## src/rtl/sys_pkg.sv

```systemverilog
`default_nettype none
// ============================================================================
//  Module   : sys_pkg
//  Purpose  : Shared types and constants for the TTC-style serial link shell.
//             Holds the TX/RX state encodings, frame constants and the frame
//             parity helper.
//  Ports    : none (package)
//  Revision : 1.0 - initial release
// ============================================================================
package sys_pkg;

  // Frame is start, T, C, P sent in that order.
  localparam int   FRAME_LEN = 4;
  localparam logic START_BIT = 1'b1;

  typedef enum logic [1:0] {
    TX_IDLE = 2'd0,
    TX_SEND = 2'd1,
    TX_GAP  = 2'd2
  } tx_state_t;

  typedef enum logic [1:0] {
    RX_HUNT = 2'd0,
    RX_T    = 2'd1,
    RX_C    = 2'd2,
    RX_P    = 2'd3
  } rx_state_t;

  // Parity bit chosen so the whole frame (start bit included) has an odd
  // number of ones.
  function automatic logic frame_parity(input logic t, input logic c);
    return t ^ c;
  endfunction

endpackage
`default_nettype wire

```

## src/rtl/ttc_rx.sv

```systemverilog
`default_nettype none
// ============================================================================
//  Module   : ttc_rx
//  Purpose  : Serial frame receiver. Hunts for a start bit, captures T and C,
//             checks parity on P and, for a good frame, pulses o_trig with T
//             for one cycle and holds o_cmd at C until the next good frame.
//  Config   : DIFF_CHECK_EN - when defined, i_data_p == i_data_n inside a
//             frame aborts it; when undefined i_data_n is ignored.
//  Ports    : clk      in  clock, one serial bit per cycle
//             rst      in  synchronous reset, active low
//             i_data_p in  serial line, true side
//             i_data_n in  serial line, complement side
//             o_trig   out one-cycle trigger pulse
//             o_cmd    out held command level
//  Revision : 1.0 - initial release
// ============================================================================
module ttc_rx
  import sys_pkg::*;
(
  input  logic clk,
  input  logic rst,
  input  logic i_data_p,
  input  logic i_data_n,
  output logic o_trig,
  output logic o_cmd
);

  rx_state_t r_state;
  rx_state_t w_next;
  logic      r_t;
  logic      r_c;
  logic      r_trig;
  logic      r_cmd;
  logic      w_line_err;
  logic      w_frame_ok;

`ifdef DIFF_CHECK_EN
  assign w_line_err = (i_data_p == i_data_n);
`else
  logic w_unused_n;
  assign w_line_err = 1'b0;
  assign w_unused_n = i_data_n;
`endif

  // Parity is compared on the same edge that samples P.
  assign w_frame_ok = (r_state == RX_P) && !w_line_err &&
                      (i_data_p == frame_parity(r_t, r_c));

  // State register
  always_ff @(posedge clk) begin
    if (!rst) begin
      r_state <= RX_HUNT;
    end else begin
      r_state <= w_next;
    end
  end

  // Next-state logic; a line error inside a frame drops straight to HUNT,
  // while in HUNT it is simply not a start bit.
  always_comb begin
    w_next = r_state;
    case (r_state)
      RX_HUNT: if (i_data_p && !w_line_err) w_next = RX_T;
      RX_T:    w_next = w_line_err ? RX_HUNT : RX_C;
      RX_C:    w_next = w_line_err ? RX_HUNT : RX_P;
      RX_P:    w_next = RX_HUNT;
      default: w_next = RX_HUNT;
    endcase
  end

  // Captured bits and registered outputs
  always_ff @(posedge clk) begin
    if (!rst) begin
      r_t    <= 1'b0;
      r_c    <= 1'b0;
      r_trig <= 1'b0;
      r_cmd  <= 1'b0;
    end else begin
      r_trig <= 1'b0;
      if (r_state == RX_T) r_t <= i_data_p;
      if (r_state == RX_C) r_c <= i_data_p;
      if (w_frame_ok) begin
        r_trig <= r_t;
        r_cmd  <= r_c;
      end
    end
  end

  assign o_trig = r_trig;
  assign o_cmd  = r_cmd;

endmodule
`default_nettype wire

```

## src/rtl/sys_top.sv

```systemverilog
`default_nettype none
// ============================================================================
//  Module   : sys_top
//  Purpose  : Emulation shell for a serial TTC-style link. Encodes trigger /
//             command requests into 4-bit frames (start, T, C, P) followed by
//             GAP idle bits, and decodes received frames via ttc_rx.
//  Config   : DIFF_CHECK_EN - enables differential line-error checking in RX.
//  Params   : GAP - idle bits after each frame, 1..15
//  Ports    : clkin40     in  clock, one serial bit per cycle
//             rst         in  synchronous reset, active low
//             trigger     in  trigger request
//             command     in  command request
//             ttc_data_p  in  RX line, true side
//             ttc_data_n  in  RX line, complement side
//             dataout_p   out TX line, true side (registered)
//             dataout_n   out TX line, complement side
//             trig_out    out one-cycle pulse per good frame with T=1
//             cmd_out_p   out C of last good frame
//             cmd_out_n   out complement of cmd_out_p
//  Revision : 1.0 - initial release
// ============================================================================
module sys_top
  import sys_pkg::*;
#(
  parameter int GAP = 2
) (
  input  logic clkin40,
  input  logic rst,
  input  logic trigger,
  input  logic command,
  input  logic ttc_data_p,
  input  logic ttc_data_n,
  output logic dataout_p,
  output logic dataout_n,
  output logic trig_out,
  output logic cmd_out_p,
  output logic cmd_out_n
);

  tx_state_t              r_tx_state;
  tx_state_t              w_tx_next;
  logic                   r_pend_t;
  logic                   r_pend_c;
  logic [FRAME_LEN-2:0]   r_shift;     // T, C, P still to go after start
  logic [1:0]             r_bit_cnt;
  logic [3:0]             r_gap_cnt;
  logic                   r_dout;
  logic                   w_load;
  logic                   w_tx_bit;
  logic                   w_send_last;
  logic                   w_gap_last;
  logic                   w_cmd;

  assign w_send_last = (r_bit_cnt == 2'(FRAME_LEN - 2));
  assign w_gap_last  = (r_gap_cnt == 4'(GAP - 1));

  // TX state register
  always_ff @(posedge clkin40) begin
    if (!rst) begin
      r_tx_state <= TX_IDLE;
    end else begin
      r_tx_state <= w_tx_next;
    end
  end

  // TX next-state logic
  always_comb begin
    w_tx_next = r_tx_state;
    case (r_tx_state)
      TX_IDLE: if (r_pend_t || r_pend_c) w_tx_next = TX_SEND;
      TX_SEND: if (w_send_last)          w_tx_next = TX_GAP;
      TX_GAP:  if (w_gap_last)           w_tx_next = TX_IDLE;
      default:                           w_tx_next = TX_IDLE;
    endcase
  end

  // TX outputs: the start bit goes straight to the line on the load edge,
  // so the shift register only holds the remaining three bits.
  always_comb begin
    w_load   = 1'b0;
    w_tx_bit = 1'b0;
    case (r_tx_state)
      TX_IDLE: begin
        w_load   = r_pend_t || r_pend_c;
        w_tx_bit = w_load ? START_BIT : 1'b0;
      end
      TX_SEND: w_tx_bit = r_shift[FRAME_LEN-2];
      default: w_tx_bit = 1'b0;
    endcase
  end

  // TX datapath and request capture
  always_ff @(posedge clkin40) begin
    if (!rst) begin
      r_pend_t  <= 1'b0;
      r_pend_c  <= 1'b0;
      r_shift   <= '0;
      r_bit_cnt <= '0;
      r_gap_cnt <= '0;
      r_dout    <= 1'b0;
    end else begin
      r_dout <= w_tx_bit;
      // A request sampled on the load edge lands in the next frame.
      r_pend_t <= (w_load ? 1'b0 : r_pend_t) | trigger;
      r_pend_c <= (w_load ? 1'b0 : r_pend_c) | command;
      if (w_load) begin
        r_shift   <= {r_pend_t, r_pend_c, frame_parity(r_pend_t, r_pend_c)};
        r_bit_cnt <= '0;
      end else if (r_tx_state == TX_SEND) begin
        r_shift   <= {r_shift[FRAME_LEN-3:0], 1'b0};
        r_bit_cnt <= r_bit_cnt + 2'd1;
      end
      if (r_tx_state == TX_SEND) begin
        r_gap_cnt <= '0;
      end else if (r_tx_state == TX_GAP) begin
        r_gap_cnt <= r_gap_cnt + 4'd1;
      end
    end
  end

  assign dataout_p = r_dout;
  assign dataout_n = ~r_dout;

  ttc_rx u_rx (
    .clk      (clkin40),
    .rst      (rst),
    .i_data_p (ttc_data_p),
    .i_data_n (ttc_data_n),
    .o_trig   (trig_out),
    .o_cmd    (w_cmd)
  );

  assign cmd_out_p = w_cmd;
  assign cmd_out_n = ~w_cmd;

endmodule
`default_nettype wire

```

## config.mk

```make
export PLATFORM = sky130hd
export DESIGN_NAME = sys_top
export DESIGN_NICKNAME = d
export VERILOG_FILES = /design/src/rtl/sys_pkg.sv /design/src/rtl/ttc_rx.sv /design/src/rtl/sys_top.sv
export SDC_FILE = /design/constraint.sdc
export NUM_CORES = 1
export LEC_CHECK = 0
export ABC_CLOCK_PERIOD_IN_PS = 1780
export BUFFER_PORTS_ARGS = -buffer_cell sky130_fd_sc_hd__buf_2
export CAP_MARGIN = 30
export CORE_UTILIZATION = 55
export CTS_CLUSTER_DIAMETER = 150
export DETAILED_ROUTE_END_ITERATION = 6
export MAX_ROUTING_LAYER = met4
export PLACE_DENSITY = 0.75
export SLEW_MARGIN = 30
export SYNTH_ARGS = -nofsm -noshare
export SYNTH_HDL_FRONTEND = slang
export SYNTH_SLANG_ARGS = --single-unit
```

## constraint.sdc

```tcl
create_clock -name clkin40 -period 1.78 [get_ports clkin40]
set_input_delay 0.089 -clock clkin40 [delete_from_list [all_inputs] [get_ports clkin40]]
set_output_delay 0.089 -clock clkin40 [all_outputs]
set_load 0.05 [all_outputs]
```

==> results.md <==
- RR Startpoint: r_tx_state[0]
- Cell count after synthesis: 110
- Combinational family with the most area after synthesis: simple AND/OR/NAND/NOR gates
- Clock Sink Count: 20
- Final net count: approximately 130
- Post-Synth Adder-Cell Area: 0.0993
- Slew headroom: 0.707
- Die Footprint: 0.00201 mm2
- # resized after CTS: 0
- Max Clk Rate: between 600 and 700 MHz
- H-tree depth: 1
- Post-CTS Setup Inserts: 0
- Worst-Margin Slew: 0.439 ns
- First-pass GRT wire length: ~2700 um
- Final hold viol count: 0
- Post-Synth Simple-Gate Area: 0.207
- CTS Buf Count: 3
- Setup_tns: 0 ns
- Most common cell in the netlist: dfxtp_1
- Hold path cells: 3
- Synth cell types: 34
- Worst Hold Path EP: r_pend_t
- Slowest cell on crit path: dfxtp_1
- Worst hold start: trigger
- Synth Warn #: 0
- Ant diodes: 0
- Unrepaired setup endpoints after global routing: false
- Prevailing post-synth register cell: dfxtp_1
- Post-DP HPWL: approximately 1200 um
- Post-synth design cell area: 0.00101 mm2
- Xor-xnor portion of the synthesized cell area: 0.0261
- Area growth, synth to finish: 9.06%
- Worst vdd ir: ~0.00075 V
- Top cells by count, synth: 20 x dfxtp_1, 8 x a21oi_1, 8 x ha_1, 8 x inv_1, 8 x nor2b_1
- Port Buf Inserts: 9
- Final setup vio count: 0
- Clk Latency, worst-skew pair: around 0.30 ns
- Die width: 44.8 um
- Via count: around 760
- Worst setup EP type: register
- IO Count: 11
- Startpoint Class: register
- Leakage power: 0.469 nW
- Setup slack, reg-to-reg: between 0.3 and 0.4 ns
- FF+latch count, synth: 20
- Sequential share of the synthesized area: 0.397
- Vias/cell: between 5 and 6
- Setup CP Type: register to register
- Net count after synthesis: ~120
- Slowest cell delay on critical path: around 0.61 ns
- Post-DRT Antenna Nets: 0
- Drt total wl: ~1600 um
- CTS Buffer Depth: 2
- Number of flops mapped to enable cells by yosys: 0
- Worst min path class: primary input to register
- Vias in the first global route: 624
- Worst Path Arrival: between 1.5 and 2 ns
- Power density cells: approximately 1000 mW/mm2
- Area of the core: about 0.0017 mm2
- Outcome: complete, no violations
- # hold bufs at CTS: 0
- Share of the synthesized area in the top cell type: 0.397
- CP Max Fanout: 14
- Post-synth top area cell: dfxtp_1
- Fin util: 0.637
- Min Tclk post-route: roughly 1.5 ns
- Clk root buf: clkbuf_4
- Chip Height: 44.8 um
- Slew Viols, Final: 0
- CTS tree: done
- Routed wire per std cell: about 11 um
- 1st-iter DRT viols: 6
- Synth area leaders: dfxtp_1 40%, ha_1 9.9%, nor2b_1 5.0%
- Initial Util: 0.584
- Max cap viols: 0
- Fin crit share: 0.815
- Worst clock skew: 0.00257 ns
- Post-route DRC: 0
- Worst R2R Path Depth: 3
- Post-synthesis mux area share: 0.0298
- Clock slew at reported path FFs: between 0.1 and 0.15 ns
- Largest net degree at the start of global routing: 21
- Layout cells sized above 1: 0.151
- GP Congestion: 0.718
- Detailed Routing Iterations Pass 1: 4
- Total Routing Usage GR: 0.189
- WP data required: 1.98 ns
- R2R Path End: r_gap_cnt[3]
- Initial antenna violation count: 0
- Num rows: 15
- Post-synth ARST share: 0
- GRT overflow: 0
- Synthesized area per cell: around 9 um2
- Worst path cell trace: and2b_1 -> a221o_1 -> o21a_1
- Synth Area in Compound Gates: 0.179
==> power breakdown <==
part,leakage (nW),total (mW),internal [mW],switching [mW]
sequential,0.164,0.551,0.500,0.0510
combinational,0.285,0.258,0.122,0.137
clock,0.0210,0.261,0.125,0.136
==> sequential cells by signal, indices dropped and copies added, names as in the netlist <==
name and cells:
dataout_p 1, r_bit_cnt 2, r_gap_cnt 4, r_pend_c 1, r_pend_t 1, r_shift 3
r_tx_state 2, u_rx.o_cmd 1, u_rx.o_trig 1, u_rx.r_c 1, u_rx.r_state 2, u_rx.r_t 1
==> worst max-delay path: cells and delay by family, from the launching register on <==
family          cells  cell delay (ns)
compound gates      2             0.51
flops               1             0.61
simple gates        1             0.24
==> stage by stage <==
stage | cell area, um2 | power, mW | hold WS [ns] | setup slack, ns | std cells
after global routing | 1100 | 1.15 | 0.00659 | 0.254 | 144
final | 1100 | 1.07 | 0.00907 | 0.329 | 144
after CTS | 1100 | 1.08 | 0.00769 | 0.333 | 144
after floorplan | 1010 | 0.768 | 0.228 | 0.426 | 110
after detailed placement | 1060 | 0.819 | 0.327 | 0.345 | 140
after global placement | 1060 | 0.803 | 0.324 | 0.403 | 140
==> layer usage <==
metal  vias to the layer above  track usage  wire length, um
li1                        394            -                -
met1                       345        0.237              834
met2                        11        0.285              715
met3                         5       0.0360               46
met4                         0        0.109               40
met5                         -            -                0
==> layout by cell type (no fill, tap or decap), types with 3 or more instances in the layout <==
| cell | netlist | layout |
|---|---|---|
| a21oi_1 | 8 | 8 |
| buf_2 | 2 | 9 |
| clkbuf_4 | 0 | 3 |
| dfxtp_1 | 20 | 20 |
| ha_1 | 8 | 8 |
| inv_1 | 8 | 8 |
| mux2i_1 | 3 | 3 |
| nand2b_1 | 4 | 4 |
| nor2_1 | 6 | 6 |
| nor2b_1 | 8 | 8 |
| o21a_1 | 3 | 3 |
| o21ai_0 | 4 | 4 |
| or3_1 | 3 | 3 |
| xnor2_1 | 3 | 3 |
==> cell type report <==
class | count | area, um2
Inverter | 9 | 33.8
Clock buffer | 4 | 36.3
Timing Repair Buffer | 10 | 52.6
Tap cell | 25 | 31.3
Multi-Input combinational cell | 76 | 546
Sequential cell | 20 | 400
Fill cell | 158 | 627
==> worst max-delay path by stage <==
stage	from	to	slack, ns	cells past startpoint
6_report	r_tx_state[0]	r_gap_cnt[3]	0.33	3
3_5_place_dp	r_tx_state[0]	r_gap_cnt[3]	0.34	3
2_1_floorplan	u_rx.o_cmd	u_rx.o_cmd	0.43	3
3_3_place_gp	r_tx_state[0]	r_gap_cnt[3]	0.40	3
5_1_grt	r_tx_state[0]	r_gap_cnt[3]	0.25	3
4_1_cts	r_tx_state[0]	r_gap_cnt[3]	0.33	3
==> cells by family (layout without fill, tap and decap cells) <==
logic type,count (synthesis),count (layout)
flops,20,20
simple gates,36,36
xor+xnor,3,3
compound gates,26,26
fa+ha+maj,8,8
buf+inv,14,23
mux,3,3
(Power assumes the default switching activity.)
